==> config.mk <==
export PLATFORM = sky130hd
export DESIGN_NAME = chip_link_tx
export DESIGN_NICKNAME = d
export VERILOG_FILES = /design/src/rtl/chip_link_tx.sv
export SDC_FILE = /design/constraint.sdc
export NUM_CORES = 1
export LEC_CHECK = 0
export ABC_AREA = 1
export CAP_MARGIN = 30
export CORE_UTILIZATION = 56
export CTS_BUF_LIST = sky130_fd_sc_hd__clkbuf_4 sky130_fd_sc_hd__clkbuf_8
export CTS_CLUSTER_SIZE = 10
export DETAILED_ROUTE_END_ITERATION = 16
export HOLD_SLACK_MARGIN = 0.08
export PLACE_DENSITY = 0.9
export SLEW_MARGIN = 20
export SYNTH_ARGS = -nofsm -noshare
export SYNTH_HDL_FRONTEND = slang
export SYNTH_SLANG_ARGS = --single-unit
==> constraint.sdc <==
create_clock -name clk -period 4.1 [get_ports clk]
set_input_delay 0.41 -clock clk [delete_from_list [all_inputs] [get_ports clk]]
set_output_delay 0.41 -clock clk [all_outputs]
set_load 0.05 [all_outputs]
==> src/rtl/chip_link_tx.sv <==
// Chip-to-chip link transmitter: serialises one PKT_W packet MSB-first into
// CHIPDATA_WIDTH flits, each sent with a four-phase valid/ready handshake and
// even parity. Optional feature macro CLTX_RETRY_EN enables retransmission of a
// flit the receiver flagged with send_data_err, and drops the packet (pkt_drop
// pulse) once MAX_RETRY retransmissions of one flit have all failed.
module chip_link_tx #(
  parameter int PKT_W          = 64,
  parameter int CHIPDATA_WIDTH = 16,
  parameter int MAX_RETRY      = 3
) (
  input  logic                      clk,
  input  logic                      rst,
  input  logic [PKT_W-1:0]          pkt_in,
  input  logic                      pkt_valid,
  output logic                      pkt_ready,
  output logic [CHIPDATA_WIDTH-1:0] send_data_out,
  output logic                      send_data_valid,
  output logic                      send_data_par,
  input  logic                      send_data_ready,
  input  logic                      send_data_err,
  output logic                      busy,
  output logic                      pkt_drop
);

  localparam int FLITS = PKT_W / CHIPDATA_WIDTH;
  localparam int CNT_W = (FLITS > 1) ? $clog2(FLITS) : 1;

  typedef enum logic [1:0] {IDLE, REQ, REL} state_t;

  state_t               state, state_nxt;
  logic [PKT_W-1:0]     shreg;
  logic [CNT_W-1:0]     idx;
  logic                 armed;   // ready has been seen low since entering REQ
  logic                 drop_q;
  logic                 last_flit;
  logic                 bad_eff;
  logic                 retry_left;

  assign last_flit = (idx == CNT_W'(FLITS-1));

`ifdef CLTX_RETRY_EN
  localparam int RW = $clog2(MAX_RETRY + 1);
  logic [RW-1:0] retry;
  logic          bad;

  assign bad_eff    = bad;
  assign retry_left = (retry < RW'(MAX_RETRY));

  // Error flag of the last ack and per-flit retransmission count
  always_ff @(posedge clk) begin
    if (rst) begin
      bad   <= 1'b0;
      retry <= '0;
    end else begin
      case (state)
        IDLE: if (pkt_valid) retry <= '0;
        REQ:  if (armed && send_data_ready) bad <= send_data_err;
        REL:  if (!send_data_ready) begin
                if (bad && retry_left) retry <= retry + 1'b1;
                else if (!bad)         retry <= '0;
              end
        default: ;
      endcase
    end
  end
`else
  logic unused_err;
  assign unused_err = send_data_err;
  assign bad_eff    = 1'b0;
  assign retry_left = 1'b1;
`endif

  // State register
  always_ff @(posedge clk) begin
    if (rst) state <= IDLE;
    else     state <= state_nxt;
  end

  // Next-state logic for the four-phase handshake
  always_comb begin
    state_nxt = state;
    case (state)
      IDLE: if (pkt_valid) state_nxt = REQ;
      REQ:  if (armed && send_data_ready) state_nxt = REL;
      REL:  if (!send_data_ready) begin
              if (bad_eff && !retry_left) state_nxt = IDLE;
              else if (bad_eff)           state_nxt = REQ;
              else if (last_flit)         state_nxt = IDLE;
              else                        state_nxt = REQ;
            end
      default: state_nxt = IDLE;
    endcase
  end

  // Packet shift register, flit index, stale-ack guard and drop pulse
  always_ff @(posedge clk) begin
    if (rst) begin
      shreg  <= '0;
      idx    <= '0;
      armed  <= 1'b0;
      drop_q <= 1'b0;
    end else begin
      drop_q <= 1'b0;
      case (state)
        IDLE: if (pkt_valid) begin
                shreg <= pkt_in;
                idx   <= '0;
                armed <= 1'b0;   // ready may still be high from an earlier ack
              end
        REQ:  if (!send_data_ready) armed <= 1'b1;
        REL:  if (!send_data_ready) begin
                armed <= 1'b1;   // ready is low on the way back into REQ
                if (bad_eff) begin
                  if (!retry_left) drop_q <= 1'b1;
                end else if (!last_flit) begin
                  shreg <= {shreg[PKT_W-CHIPDATA_WIDTH-1:0], {CHIPDATA_WIDTH{1'b0}}};
                  idx   <= idx + 1'b1;
                end
              end
        default: ;
      endcase
    end
  end

  assign pkt_ready       = (state == IDLE) && !rst;
  assign send_data_valid = (state == REQ);
  assign send_data_out   = shreg[PKT_W-1 -: CHIPDATA_WIDTH];
  assign send_data_par   = ^send_data_out;
  assign busy            = (state != IDLE);
  assign pkt_drop        = drop_q;

endmodule
==> metrics.log <==
[metrics] first-pass iteration count of the detailed router: 5
[metrics] total vias in the final route: roughly 3,700
[metrics] library cell contributing the largest single delay on the critical path: clkdlybuf4s50_1
[metrics] count of inserted antenna diode cells: 0
[metrics] setup TNS: 0 ns
[metrics] fraction of synthesized cell area taken by the top area cell type: 0.352
[metrics] slowest stage delay, CP: just under 0.8 ns
[metrics] vertical extent of the die: approximately 86 µm
[metrics] endpoint with the worst hold slack: shreg[44]$_SDFFE_PP0P_
[metrics] highest net fanout along the worst path: 6
[metrics] clk slew on worst S/H paths: 0.08 ns
[metrics] beginning of the worst register-to-register path: state[1]$_SDFFE_PP0P_
[metrics] hold bufs inserted after CTS: 0
[metrics] tightest slew margin relative to the limit: 0.398
[metrics] detailed-route vias per instance: 4.99
[metrics] Final Cycle Share: 0.639
[metrics] maximum count of clock buffers along a single path: 2
[metrics] fill count: about 570
[metrics] net total in the final layout: 719
[metrics] number of antenna violations at the first check in global routing: 0
[metrics] sort of element at the start of the critical path: flip-flop
[metrics] routed wire length per instance: roughly 12 µm
[metrics] buffer cell driving the clock tree root: clkbuf_8
[metrics] leading post-synthesis cells by cell area: dfxtp_1 (35%), nand2_1 (28%), a21oi_1 (5.0%)
[metrics] Final GP Congestion: ~0.84
[metrics] Starting DRT DRC Count: approximately 240
[metrics] status: finished clean
[metrics] die outline width: approximately 86 µm
[metrics] final antenna-violating net count: 0
[metrics] Layout Area Growth over Synthesis: 24.4%
[metrics] transition time at the pin with the least slew margin: 0.902 ns
[metrics] leading cell type in the layout, fill and taps excluded: nand2_1
[metrics] Initial Util: 0.577
[metrics] fraction of final layout cells sized beyond drive strength 1: 0.120
[metrics] depth of the CTS H-tree: 3
[metrics] Finished Cell Area: roughly 0.005 mm²
[metrics] setup repair after global routing missed its margin: no
[metrics] number of max-slew violations in the final report: 0
[metrics] number of warnings issued by yosys: 0
[metrics] final hold violations: 0
[metrics] remaining design rule violation count: 0
[metrics] worst min-delay path category: flip-flop to flip-flop
[metrics] critical path arrival: roughly 2.2 ns
[metrics] first-pass GRT wire length: 14,900 µm
[metrics] maximum number of pins on one net before global-route repair: slightly below 80
[metrics] number of max-capacitance violations reported: 0
[metrics] worst-skew pair later-pin latency: ~0.35 ns
[metrics] global-route congestion overflow total: 0
[metrics] number of port buffers: between 80 and 90
[metrics] DRT Wirelength: approximately 9000 µm
[metrics] clock period minus final worst setup slack: between 2 and 3 ns
[metrics] post-synthesis cell area: about 0.0039 mm²
[metrics] number of instances in the synthesized netlist: 593
[metrics] maximum clock skew at final layout: about 0.008 ns
[metrics] number of different library cells in the post-synthesis netlist: 24
[metrics] worst ir drop on vdd: 674 µV
[metrics] number of top-level pins: 90
[metrics] leading cell types in the layout, fill and taps excluded: nand2_1 (297), clkdlybuf4s50_1 (86), dfxtp_1 (69)
[metrics] Post-Place Cells: about 730
[metrics] critical path endpoint category: output pin
[metrics] clock tree from TritonCTS: done
[metrics] cell repeated most along the worst path: nand2_1
[metrics] CTS Buf Count: 9
[metrics] leakage dissipation: approximately 2.2 nW
[metrics] Setup-failing EPs final: 0
[metrics] Core Region: around 0.0068 mm²
[metrics] via count of the first global-routing pass: approximately 3,500
[metrics] power per cell area: roughly 900 mW/mm²
[metrics] Post-Layout Cell Count: between 700 and 800
[metrics] Yosys top cell by area: dfxtp_1
[metrics] worst-case reg-to-reg path depth: 9
[metrics] crit path kind: flip-flop to output pin
[metrics] aggregate global-route resource usage: 0.251
[metrics] cells along the critical path: inv_1 -> nand2_1 -> nand2_1 -> nand2_1 -> nand2_1 -> nand2_1 -> nand2_1 -> inv_1 -> nand2_1 -> nand2_1 -> clkdlybuf4s50_1
[metrics] mean cell area of the mapped netlist: roughly 6.6 µm²
[metrics] Worst R2R Setup Slack: ~1.8 ns
[metrics] post-synthesis sequential area ratio: 0.352
[metrics] R2R Path End: shreg[4]$_SDFFE_PP0P_
[metrics] Post-CTS Setup Inserts: 0
[metrics] Min-Delay Startpoint: shreg[44]$_SDFFE_PP0P_
[metrics] floorplan row count: 30
[metrics] count of clock tree sinks: between 60 and 70
[metrics] Min-Delay Path Depth: 2
[metrics] net count of the mapped netlist: between 600 and 700
[metrics] CTS resizes: 0
[metrics] WP data required: 3.69 ns
[metrics] die area: approximately 0.0073 mm²
[metrics] cell area after placement: around 0.0046 mm²
[metrics] hpwl dp: 5770 µm
[metrics] Fmax achieved: 0.382 GHz
[metrics] post-synthesis sequential element count: 69
[critical path, delay by kind of cell, from the launching register on]
family	cells	cell delay (ns)
and+or+nand+nor	8	0.46
DFF	1	0.44
buffers and inverters	3	0.96
[through the flow]
step	utilization	worst slack, ns	power [mW]	hold slack [ns]
floorplan	-	2.26	3.34	0.444
global placement	0.675	1.83	3.56	0.452
detailed placement	0.675	1.70	3.66	0.459
CTS	0.715	1.47	4.41	0.470
global route	0.718	1.29	4.77	0.482
finish	0.718	1.48	4.43	0.466
[area by class of cell]
cell class,instances,area [µm²],share of cell area
Multi-Input combinational cell,443,2090,0.428
Sequential cell,69,1380,0.283
Clock buffer,10,138,0.0282
Timing Repair Buffer,91,908,0.186
Inverter,29,109,0.0223
Clock inverter,6,134,0.0274
Tap cell,96,120,0.0246
[where the power goes]
| group | switching (mW) | leakage, nW | internal, mW |
|---|---|---|---|
| sequential | 0.210 | 0.567 | 0.949 |
| combinational | 1.68 | 1.47 | 0.835 |
| clock | 0.265 | 0.136 | 0.482 |
| total | 2.16 | 2.18 | 2.27 |
[worst max path at each step]
stage / from / slack, ns / cells past startpoint / to
after global placement: send_data_ready / 1.83 / 8 / shreg[55]$_SDFFE_PP0P_
after detailed placement: pkt_valid / 1.70 / 9 / shreg[4]$_SDFFE_PP0P_
after floorplan: rst / 2.26 / 3 / pkt_ready
final: shreg[58]$_SDFFE_PP0P_ / 1.48 / 11 / send_data_par
after CTS: shreg[58]$_SDFFE_PP0P_ / 1.47 / 11 / send_data_par
after global routing: shreg[58]$_SDFFE_PP0P_ / 1.29 / 11 / send_data_par
[cell usage after synthesis]
master and n:
nand2_1 297, dfxtp_1 69, a21oi_1 39, inv_1 27, buf_4 24, a21oi_2 20
nand2_2 20, nor2_1 20, nand3_1 18, buf_2 12, a211oi_2 10, clkbuf_1 10
ha_1 7, buf_6 3, xnor2_1 3, a211oi_1 2, buf_8 2, inv_2 2
o21ai_2 2, xor2_1 2, buf_1 1, conb_1 1, nand2_4 1, nor3_1 1
[per-layer routing]
metal  vias up  track usage  share of wire
li1       1917            -              -
met1      1651        0.290           0.43
met2       127        0.462           0.50
met3        14       0.0491          0.052
met4         0       0.0894          0.014
met5         -            0              0
[registers in the layout, indices dropped and copies added (netlist names)]
signal,cells
idx,2
armed,1
shreg,64
state,2
[cells by family (layout without fill, tap and decap cells)]
family / Yosys count / after routing / synth area share
simple gates: 357 / 357 / 0.363
buf+inv: 81 / 136 / 0.116
compound gates: 73 / 73 / 0.135
flops: 69 / 69 / 0.352
fa+ha+maj: 7 / 7 / 0.0223
xor+xnor: 5 / 5 / 0.0112
other cells: 1 / 1 / 0.000957
Power figures use the tool's default switching activity.
==> patch 1, RTL diff (same flow settings) <==
Change the parameter `PKT_W` from 64 to 128.
--- a/src/rtl/chip_link_tx.sv
+++ b/src/rtl/chip_link_tx.sv
@@ -4,7 +4,7 @@
 // flit the receiver flagged with send_data_err, and drops the packet (pkt_drop
 // pulse) once MAX_RETRY retransmissions of one flit have all failed.
 module chip_link_tx #(
-  parameter int PKT_W          = 64,
+  parameter int PKT_W          = 128,
   parameter int CHIPDATA_WIDTH = 16,
   parameter int MAX_RETRY      = 3
 ) (
Ports: changed (resized pkt_in); port bits go from 90 to 154. The function was not compared with the original's and may differ.
==> patch 1 against the unedited design <==
  * Cell count rose by 79%
  * Worst setup slack got worse by 0.23 ns
  * Cell area increased by 75%
  * Sequential cell count rose by 65
  * Total power increased by 69%
  * Synthesized area increased by 76%
  * Critical path depth shrank 1
  * Wire length grew 92%
  * Global-route usage increased by 2.1 points
  * Non-clock buffer count up 70
  * Critical path type is now flop to flop
  * Largest cell class unchanged
==> patch 1: results (changes against the unedited design) <==
| Metric | Value |
|---|---|
| Status | `finished clean (unchanged)` |
| First-pass GRT wire length | `28,000 um (was 14,900 um)` |
| GPL Wtd Cong | `0.865 (was 0.835)` |
| WHS | `0.475 ns (was 0.466 ns)` |
| Final Cycle Share | `0.695 (was 0.639)` |
| Relative slew slack | `0.430 (was 0.398)` |
| Post-DP Area | `8110 um^2 (was 4590 um^2)` |
| Post-Synth Adder-Cell Area | `0.0127 (was 0.0223)` |
| Mean routed wirelength per cell | `12.6 um (was 11.8 um)` |
| VDD IR max | `499 uV (was 674 uV)` |
| Flop-to-flop setup slack | `1.25 ns (was 1.84 ns)` |
| Area contributors post-synth | `dfxtp_1 39%, nand2_1 23%, nor2_1 12% (was dfxtp_1 35%, nand2_1 28%, a21oi_1 5.0%)` |
| I/O Buffers | `151 (was 87)` |
| CP startpoint | `state[0] (was shreg[58])` |
| Share of cells above drive strength 1 | `0.0726 (was 0.120)` |
| Most instantiated cells after synthesis | `414 x nand2_1, 214 x nor2_1, 134 x dfxtp_1 (was 297 x nand2_1, 69 x dfxtp_1, 39 x a21oi_1)` |
| 1st-pass router iterations | `6 (was 5)` |
| Leakage power | `3.96 nW (was 2.18 nW)` |
| Placed Cells | `1,300 (was 727)` |
| Register area share after synthesis | `0.389 (was 0.352)` |
| Hold path start | `shreg[5] (was shreg[44])` |
| Worst Hold Endpoint | `shreg[5] (was shreg[44])` |
| Syn Inst Count | `1,079 (was 593)` |
| Post-Syn Nets | `1,219 (was 669)` |
| Compound-gate portion of the synthesized area | `0.120 (was 0.135)` |
| Htree depth | `4 (was 3)` |
| GR Util All Layers | `0.273 (was 0.251)` |
| CP Capture Point | `shreg[65] (was send_data_par)` |
| Routed wire length | `16,800 um (was 8770 um)` |
| Clk_lat worst skew | `0.44 ns (was 0.35 ns)` |
## patch 1: power by group
group	internal, mW	switching [mW]
sequential	1.98	0.418
clock	0.621	0.508
combinational	1.32	2.62
total	3.92	3.55
## patch 1: layout make-up
type / instances / area, um^2
Fill cell: 1027 / 3460
Timing Repair Buffer: 161 / 1610
Clock inverter: 12 / 155
Clock buffer: 19 / 255
Multi-Input combinational cell: 830 / 3550
Tap cell: 147 / 184
Sequential cell: 134 / 2680
Inverter: 29 / 113
## patch 1: critical path, cell delays in order (launching register included)
cell	delay [ns]
dfxtp_1	0.34
inv_1	0.17
ha_1	0.24
inv_1	0.07
o21ai_2	0.15
inv_2	0.07
nand2_4	0.30
clkinv_2	0.66
buf_4	0.51
nor2_1	0.15
nor2_1	0.07
## patch 1: routing by layer
layer	share of wire	GRT usage	vias to the layer above
li1	-	-	3507
met1	0.43	0.336	2994
met2	0.49	0.468	221
met3	0.060	0.0621	30
met4	0.021	0.0939	0
met5	0	0	-
==> patch 2, RTL diff (config.mk and constraints unchanged) <==
Without the edit above. Encoding of `state_t`: now one-hot (3 bits for 3 states).
--- a/src/rtl/chip_link_tx.sv
+++ b/src/rtl/chip_link_tx.sv
@@ -25,7 +25,7 @@
   localparam int FLITS = PKT_W / CHIPDATA_WIDTH;
   localparam int CNT_W = (FLITS > 1) ? $clog2(FLITS) : 1;
 
-  typedef enum logic [1:0] {IDLE, REQ, REL} state_t;
+  typedef enum logic [2:0] {IDLE = 3'b001, REQ = 3'b010, REL = 3'b100} state_t;
 
   state_t               state, state_nxt;
   logic [PKT_W-1:0]     shreg;
Behaviour: same outputs for any inputs over 10 cycles, from zero or initial values and one cycle with rst high; not proved beyond that.
==> patch 2 against the unedited design <==
  * Largest cell class unchanged
  * Worst setup slack got worse by 0.010 ns
  * Wire length rose by 8.1%
  * Total power fell by 23%
  * Synthesized area rose by 6.5%
  * Sequential cell count rose by 1
  * Largest power group unchanged
  * Die area rose by 6.4%
  * Synthesized cell count rose by 25%
  * Cell area rose by 5.4%
==> patch 2: results (changes against the unedited design) <==
| Metric | Value |
|---|---|
| Post-route clock skew | `0.0111 ns (was 0.00795 ns)` |
| First-pass GRT wire length | `16,200 um (was 14,900 um)` |
| Worst Reg2Reg Path Length in Cells | `10 (was 9)` |
| Worst Hold Endpoint | `shreg[2] (was shreg[44])` |
| DP Wirelength | `6630 um (was 5770 um)` |
| Area contributors post-synth | `dfxtp_1 34%, nand2_1 27%, nor2_1 13% (was dfxtp_1 35%, nand2_1 28%, a21oi_1 5.0%)` |
| Met3 Resource Use GR | `0.0438 (was 0.0491)` |
| Post-Syn Nets | `813 (was 669)` |
| Largest net degree at the start of global routing | `64 (was 77)` |
| Post-DP Area | `4940 um^2 (was 4590 um^2)` |
| Largest regs | `shreg: 64 flops, state: 3 flops, idx: 2 flops (was shreg: 64 flops, idx: 2 flops, state: 2 flops)` |
| Share of cells above drive strength 1 | `0.0389 (was 0.120)` |
| VDD IR max | `298 uV (was 674 uV)` |
| 1st-pass router iterations | `8 (was 5)` |
| Final net count | `862 (was 719)` |
| Post-synthesis cell type count | `20 (was 24)` |
| Initial DRC count | `256 (was 244)` |
| Flop-to-flop setup slack | `1.60 ns (was 1.84 ns)` |
| Psw | `1.57 mW (was 2.16 mW)` |
| Grt met2 use | `0.499 (was 0.462)` |
| Status | `finished clean (unchanged)` |
| Most instantiated cells after synthesis | `298 x nand2_1, 145 x nor2_1, 83 x inv_1 (was 297 x nand2_1, 69 x dfxtp_1, 39 x a21oi_1)` |
| Mean routed wirelength per cell | `10.6 um (was 11.8 um)` |
| Reg2reg end | `shreg[43] (was shreg[4])` |
| Number of vias per cell | `4.81 (was 4.99)` |
[patch 2: cell count changes in the layout (fill, tap and decap cells not counted), sizes merged, moves of 2 or more]
| cell | change |
|---|---|
| a211oi | -12 |
| a21oi | -55 |
| bufinv | -3 |
| clkbuf | +2 |
| ha | -6 |
| inv | +57 |
| nand2 | -20 |
| nand3 | +49 |
| nor2 | +126 |
| o21ai | +5 |
[patch 2: per-stage QoR]
step	instances	hold WS, ns	total power [mW]	worst slack (ns)	utilization
6_report	896	0.470	3.42	1.47	0.712
5_1_grt	896	0.484	3.71	1.31	0.712
3_5_place_dp	880	0.458	2.86	1.61	0.684
2_1_floorplan	743	0.441	2.50	2.23	-
3_3_place_gp	879	0.448	2.78	1.64	0.681
4_1_cts	896	0.474	3.43	1.44	0.712
[patch 2: critical path, stage by stage, from the launching register on]
cell             delay [ns]
dfxtp_1                0.43
inv_1                  0.09
nand2_1                0.07
nand2_1                0.07
inv_1                  0.05
nand2_1                0.05
nand2_1                0.05
nand2_1                0.04
nand2_1                0.10
nand2_1                0.07
nand2_1                0.06
clkdlybuf4s50_1        0.79
[patch 2: area by class of cell]
class	instances	area, um^2
multi-input cells	532	2160
well taps	99	124
inverters	86	323
fillers	642	2070
flip-flops and latches	70	1400
repair buffers	93	928
clock buffers	12	159
clock inverters	4	45.0
[patch 2: worst max path at each step]
stage	cells past startpoint	start	slack, ns	end
floorplan	3	state[2]	2.23	pkt_ready
global placement	10	state[1]	1.64	shreg[45]
detailed placement	10	state[1]	1.61	shreg[43]
CTS	11	shreg[60]	1.44	send_data_par
global route	11	shreg[55]	1.31	send_data_par
finish	11	shreg[60]	1.47	send_data_par
[patch 2: logic make-up after synthesis]
logic type / after synthesis / synth area share
DFF: 70 / 0.336
and+or+nand+nor: 514 / 0.486
other: 1 / 0.000898
xor gates and xnor gates: 5 / 0.0105
adders and majority gates: 1 / 0.00300
AOI/OAI and AO/OA: 11 / 0.0159
buffers and inverters: 141 / 0.148
[patch 2: layer usage]
| layer | vias to the layer above | wire length (um) |
|---|---|---|
| met1 | 1883 | 4050 |
| met4 | 0 | 249 |
| li1 | 2276 | - |
| met2 | 129 | 4690 |
| met3 | 20 | 490 |
| met5 | - | 0 |
[patch 2: power by group through the flow]
stage,registers [mW],clock network (mW),logic (mW)
floorplan,1.07,0,1.44
global placement,1.09,0,1.69
detailed placement,1.11,0,1.75
CTS,1.09,0.578,1.76
global route,1.13,0.608,1.98
finish,1.10,0.566,1.76
